==> src/rtl/alu_iter_exec.sv <==
// Iterative ALU execute stage: decodes ALUOp/funct fields and executes single-cycle ops,
// plus a shift-add multiplier. Define ALU_ITER_DIV_EN to add a restoring unsigned divider.
module alu_iter_exec #(
  parameter int XLEN  = 32,
  parameter int CNT_W = $clog2(XLEN + 1)
) (
  input  logic            clk,
  input  logic            rst_n,
  input  logic            in_valid,
  output logic            in_ready,
  input  logic [31:0]     instruction,
  input  logic [1:0]      alu_op,
  input  logic [XLEN-1:0] op_a,
  input  logic [XLEN-1:0] op_b,
  output logic            out_valid,
  input  logic            out_ready,
  output logic [XLEN-1:0] result,
  output logic            zero,
  output logic            illegal
);

  localparam int SH_W = $clog2(XLEN);
  localparam logic [CNT_W-1:0] LAST_ITER = CNT_W'(XLEN - 1);

  // Handshake: a transfer happens on a rising edge where valid && ready; out_valid holds
  // its result stable until out_ready is seen, and in_ready is high only in IDLE.
  typedef enum logic [1:0] {
    IDLE   = 2'd0,
    MUL    = 2'd1,
`ifdef ALU_ITER_DIV_EN
    DIV_ST = 2'd3,
`endif
    OUT    = 2'd2
  } state_t;

  typedef enum logic [3:0] {
    OP_ADD, OP_SUB, OP_SLL, OP_SLT, OP_SLTU, OP_XOR, OP_SRL, OP_SRA,
    OP_OR, OP_AND, OP_MUL, OP_DIVU, OP_REMU, OP_ILL
  } op_t;

  state_t            state, state_n;
  op_t               op;
  logic [6:0]        funct7;
  logic [2:0]        funct3;
  logic [SH_W-1:0]   shamt;
  logic [XLEN-1:0]   alu_res;
  logic              accept;
  logic [XLEN-1:0]   mcand, mplier, acc;
  logic [XLEN-1:0]   mul_sum;
  logic [CNT_W-1:0]  cnt;
  logic              unused_insn;

  assign funct7      = instruction[31:25];
  assign funct3      = instruction[14:12];
  assign unused_insn = ^{instruction[24:15], instruction[11:0]};
  assign shamt       = op_b[SH_W-1:0];
  assign in_ready    = rst_n && (state == IDLE);
  assign out_valid   = (state == OUT);
  assign accept      = in_valid && in_ready;

  always_comb begin
    op = OP_ILL;
    case (alu_op)
      2'b00: op = OP_ADD;
      2'b01: op = OP_SUB;
      2'b10: begin
        case ({funct7, funct3})
          10'b0000000_000: op = OP_ADD;
          10'b0100000_000: op = OP_SUB;
          10'b0000000_001: op = OP_SLL;
          10'b0000000_010: op = OP_SLT;
          10'b0000000_011: op = OP_SLTU;
          10'b0000000_100: op = OP_XOR;
          10'b0000000_101: op = OP_SRL;
          10'b0100000_101: op = OP_SRA;
          10'b0000000_110: op = OP_OR;
          10'b0000000_111: op = OP_AND;
          10'b0000001_000: op = OP_MUL;
`ifdef ALU_ITER_DIV_EN
          10'b0000001_101: op = OP_DIVU;
          10'b0000001_111: op = OP_REMU;
`endif
          default:         op = OP_ILL;
        endcase
      end
      default: begin
        // Immediate forms: funct7 only matters for the shift encodings
        case (funct3)
          3'b000:  op = OP_ADD;
          3'b001:  op = (funct7 == 7'b0000000) ? OP_SLL : OP_ILL;
          3'b010:  op = OP_SLT;
          3'b011:  op = OP_SLTU;
          3'b100:  op = OP_XOR;
          3'b101:  op = (funct7 == 7'b0100000) ? OP_SRA : OP_SRL;
          3'b110:  op = OP_OR;
          default: op = OP_AND;
        endcase
      end
    endcase
  end

  always_comb begin
    alu_res = '0;
    case (op)
      OP_ADD:  alu_res = op_a + op_b;
      OP_SUB:  alu_res = op_a - op_b;
      OP_SLL:  alu_res = op_a << shamt;
      OP_SLT:  alu_res = {{(XLEN-1){1'b0}}, ($signed(op_a) < $signed(op_b))};
      OP_SLTU: alu_res = {{(XLEN-1){1'b0}}, (op_a < op_b)};
      OP_XOR:  alu_res = op_a ^ op_b;
      OP_SRL:  alu_res = op_a >> shamt;
      OP_SRA:  alu_res = $unsigned($signed(op_a) >>> shamt);
      OP_OR:   alu_res = op_a | op_b;
      OP_AND:  alu_res = op_a & op_b;
      default: alu_res = '0;
    endcase
  end

  assign mul_sum = acc + (mplier[0] ? mcand : '0);

`ifdef ALU_ITER_DIV_EN
  // Divider reuses the multiplier registers: acc = partial remainder,
  // mplier = dividend shifting into quotient, mcand = divisor.
  logic [XLEN:0]   div_trial;
  logic            div_ge;
  logic [XLEN-1:0] rem_next, quot_next;
  logic            rem_sel;

  assign div_trial = {acc, mplier[XLEN-1]};
  assign div_ge    = (div_trial >= {1'b0, mcand});
  assign rem_next  = div_ge ? XLEN'(div_trial - {1'b0, mcand}) : div_trial[XLEN-1:0];
  assign quot_next = {mplier[XLEN-2:0], div_ge};
`endif

  always_comb begin
    state_n = state;
    case (state)
      IDLE: begin
        if (accept) begin
          if (op == OP_MUL) state_n = MUL;
`ifdef ALU_ITER_DIV_EN
          else if (op == OP_DIVU || op == OP_REMU) state_n = DIV_ST;
`endif
          else state_n = OUT;
        end
      end
      MUL:     if (cnt == LAST_ITER) state_n = OUT;
`ifdef ALU_ITER_DIV_EN
      DIV_ST:  if (cnt == LAST_ITER) state_n = OUT;
`endif
      OUT:     if (out_ready) state_n = IDLE;
      default: state_n = IDLE;
    endcase
  end

  always_ff @(posedge clk or negedge rst_n) begin
    if (!rst_n) state <= IDLE;
    else        state <= state_n;
  end

  always_ff @(posedge clk or negedge rst_n) begin
    if (!rst_n) begin
      result  <= '0;
      zero    <= 1'b0;
      illegal <= 1'b0;
      mcand   <= '0;
      mplier  <= '0;
      acc     <= '0;
      cnt     <= '0;
`ifdef ALU_ITER_DIV_EN
      rem_sel <= 1'b0;
`endif
    end else begin
      case (state)
        IDLE: begin
          if (accept) begin
            acc <= '0;
            cnt <= '0;
            if (op == OP_MUL) begin
              mcand  <= op_a;
              mplier <= op_b;
            end
`ifdef ALU_ITER_DIV_EN
            else if (op == OP_DIVU || op == OP_REMU) begin
              mcand   <= op_b;
              mplier  <= op_a;
              rem_sel <= (op == OP_REMU);
            end
`endif
            else begin
              // Illegal ops fall through alu_res's zero default
              result  <= alu_res;
              zero    <= (alu_res == '0);
              illegal <= (op == OP_ILL);
            end
          end
        end
        MUL: begin
          acc    <= mul_sum;
          mcand  <= mcand << 1;
          mplier <= mplier >> 1;
          cnt    <= cnt + 1'b1;
          if (cnt == LAST_ITER) begin
            result  <= mul_sum;
            zero    <= (mul_sum == '0);
            illegal <= 1'b0;
          end
        end
`ifdef ALU_ITER_DIV_EN
        DIV_ST: begin
          acc    <= rem_next;
          mplier <= quot_next;
          cnt    <= cnt + 1'b1;
          if (cnt == LAST_ITER) begin
            result  <= rem_sel ? rem_next : quot_next;
            zero    <= ((rem_sel ? rem_next : quot_next) == '0);
            illegal <= 1'b0;
          end
        end
`endif
        default: ;
      endcase
    end
  end

endmodule

==> config.mk <==
export PLATFORM = sky130hd
export DESIGN_NAME = alu_iter_exec
export DESIGN_NICKNAME = d
export VERILOG_FILES = /design/src/rtl/alu_iter_exec.sv
export SDC_FILE = /design/constraint.sdc
export NUM_CORES = 1
export LEC_CHECK = 0
export ABC_AREA = 1
export CAP_MARGIN = 20
export CORE_AREA = 2 2 220 222
export DETAILED_ROUTE_END_ITERATION = 12
export DIE_AREA = 0 0 222 224
export PLACE_DENSITY = 0.65
export SETUP_SLACK_MARGIN = 0.3
export SLEW_MARGIN = 10
export SYNTH_ARGS = -nofsm -noshare
export SYNTH_HDL_FRONTEND = slang
export SYNTH_SLANG_ARGS = --single-unit
==> constraint.sdc <==
create_clock -name clk -period 9 [get_ports clk]
set_clock_uncertainty 0.15 [all_clocks]
set_input_delay 2.25 -clock clk [delete_from_list [all_inputs] [get_ports clk]]
set_output_delay 2.25 -clock clk [all_outputs]
set_load 0.05 [all_outputs]
==> results_dict.tcl <==
set metrics [dict create \
    status "complete, no violations" \
    syn-instance-count 3257 \
    grt_pass1_vias 19305 \
    antenna_found_initial 0 \
    p_leak_uw 0.0105 \
    cp.required_ns 6.60 \
    layout_commonest_cell "nand2_1" \
    viasPerCell 5.53 \
    drt_first_pass_iters 8 \
    power_uw 3420 \
    finalCritPeriodShare 0.716 \
    power_density_nw_per_um2 165 \
    dp_cells 3835 \
    gp_congestion 1.03 \
    num_rows 80 \
    nNetsFinal 3474 \
    maxCapViolations 0 \
    crit_path_start_kind "input pin" \
    cts.path.max_buffers 2 \
    ys_types 45 \
    synth_seq_area_share 0.184 \
    initial_core_util 0.397 \
    drv_slew 0 \
    clk_pin_slew_ns 0.06 \
    die_h_um 224 \
    slew_headroom 0.328 \
    yosys_register_bits 138 \
    rsz0062_at_grt "no" \
    setup_violations 0 \
    drc_errors 0 \
    cts_resized 0 \
    grt_pass1_wl_um 113000 \
    hp-class "reg -> reg" \
    fmax_mhz 155 \
    clk_latency_ns 0.46 \
    final_cells 3868 \
    io_pins 138 \
    syn2layout_area_growth_pct 10.5 \
    die_w_um 222 \
    h-tree-depth 4 \
    dp_hpwl_um 57800 \
    route.vias.total 21372 \
    final_area_um2 20800 \
    yosys_warnings 0 \
    die-area_um2 49700 \
    path_cells "buf_6, inv_1, nor3_1, clkdlybuf4s50_1" \
    final_antenna_net_count 0 \
    post_cts_buffers 0 \
    grt_start_max_net_pins 129 \
    endpoint_kind "primary output" \
    root_buffer "clkbuf_16" \
    cp_max_fo 77 \
    drtIter0Drc 2280 \
    cts_num_sinks 138 \
    cp_slowest_cell "clkdlybuf4s50_1" \
    core_area_um2 47300 \
    cts_made_buffers 17 \
    n_antenna_cell 0 \
    port_buffers 115 \
    cp.arrival_ns 4.04 \
    irDropWorstVdd_mv 0.0966 \
    cts_tree "yes" \
    final_cell_mix "961 x nand2_1, 362 x inv_1, 335 x nor2_1" \
    grt_overflow_total 0 \
    synth_nets 3491 \
    path_class "in -> out" \
    syn_area_um2 18800 \
    wl_per_cell_um 19.2 \
    placed_area_um2 20100 \
    grtUsageTotal 0.296 \
    ctsHoldBuffers 0 \
    drt-total-wl_um 74200 \
    drive_gt1_frac 0.0406 \
    critPathMaxStageDelay_ns 0.86 \
    min_period_ns 6.44 \
    final.setup.tns_ns 0 \
    avgSynthCellArea_um2 5.77 \
    hold_viol_final 0 \
    tightest_slew_ns 1.01 \
]
## worst max-delay path, delay by kind of cell
family                 cells  cell delay, ns
buffers and inverters      3            1.49
AND/OR/NAND/NOR            1            0.26
## where the power goes
group	switching (uW)	internal [uW]	leakage [uW]	total, uW
logic	1190	551	0.00847	1740
clock network	319	470	0.000309	789
registers	95.7	794	0.00170	890
## stage by stage
step / util / setup WS [ns] / hold slack, ns
4_1_cts: 0.438 / 2.51 / 0.339
3_5_place_dp: 0.425 / 2.25 / 0.323
2_1_floorplan: - / 3.24 / 0.298
6_report: 0.438 / 2.56 / 0.336
3_3_place_gp: 0.425 / 2.29 / 0.319
5_1_grt: 0.438 / 2.40 / 0.362
## metal layers
metal / up-vias / share of wire / GRT usage
met5: - / 0 / 0
met4: 0 / 0.055 / 0.145
met3: 159 / 0.079 / 0.0349
met2: 920 / 0.42 / 0.448
met1: 9731 / 0.45 / 0.415
li1: 10562 / - / -
## state kept, by name (all words and copies together), names as in the netlist
name / cells
acc: 32
cnt: 6
mcand: 32
state: 2
illegal: 1
result: 32
zero: 1
mplier: 32
## final timing paths
path | end | startpoint | slack, ns | depth (start not counted)
max in group asynchronous | mplier[22] | rst_n | 5.68 | 2
worst max-delay path | in_ready | rst_n | 2.56 | 4
worst max register to register | zero | mplier[0] | 5.07 | 19
min in group asynchronous | cnt[2] | rst_n | 1.69 | 1
worst min-delay path | acc[0] | acc[0] | 0.34 | 2
worst min register to register | acc[0] | acc[0] | 0.34 | 2
## area by class of cell
type,instances,area [um^2]
clock buffer,21,480
timing repair buffer,144,1370
inverter,376,1410
fill,5226,26600
multi-input combinational,2563,13100
sequential,138,3450
clock inverter,11,156
tap,615,769
## synthesized netlist by cell type (all sizes together)
| master | instances | share of area |
|---|---|---|
| nor4 | 4 | 0.0013 |
| a22o | 1 | 0.00047 |
| a221oi | 2 | 0.00093 |
| nand2 | 969 | 0.19 |
| xnor2 | 12 | 0.0056 |
| a21boi | 8 | 0.0032 |
| dfrtp | 138 | 0.18 |
| a32o | 1 | 0.00053 |
| o31ai | 3 | 0.0012 |
| inv | 374 | 0.075 |
| nand3b | 28 | 0.011 |
| nor3 | 24 | 0.0064 |
| mux2i | 4 | 0.0021 |
| or2 | 31 | 0.010 |
| o21bai | 13 | 0.0052 |
| buf | 84 | 0.025 |
| nor2 | 346 | 0.072 |
| o21a | 17 | 0.0068 |
| a211oi | 1 | 0.00040 |
| clkinv | 2 | 0.00040 |
| xor2 | 43 | 0.020 |
| ha | 129 | 0.086 |
| and2 | 1 | 0.00033 |
| nand4 | 21 | 0.0070 |
| nand3 | 310 | 0.083 |
| a21o | 11 | 0.0044 |
| fa | 3 | 0.0032 |
| o211ai | 91 | 0.036 |
| o41ai | 1 | 0.00047 |
| o21ai | 295 | 0.079 |
| a21oi | 155 | 0.043 |
| clkbuf | 96 | 0.019 |
| a31oi | 39 | 0.013 |
## kinds of logic after synthesis
| group | synth area share |
|---|---|
| AOI/OAI and AO/OA | 0.194 |
| and+or+nand+nor | 0.386 |
| adders and majority gates | 0.0891 |
| muxes | 0.00213 |
| xor gates and xnor gates | 0.0257 |
| DFF | 0.184 |
| buffers and inverters | 0.119 |
No activity file was read; power rests on OpenSTA's default activity.
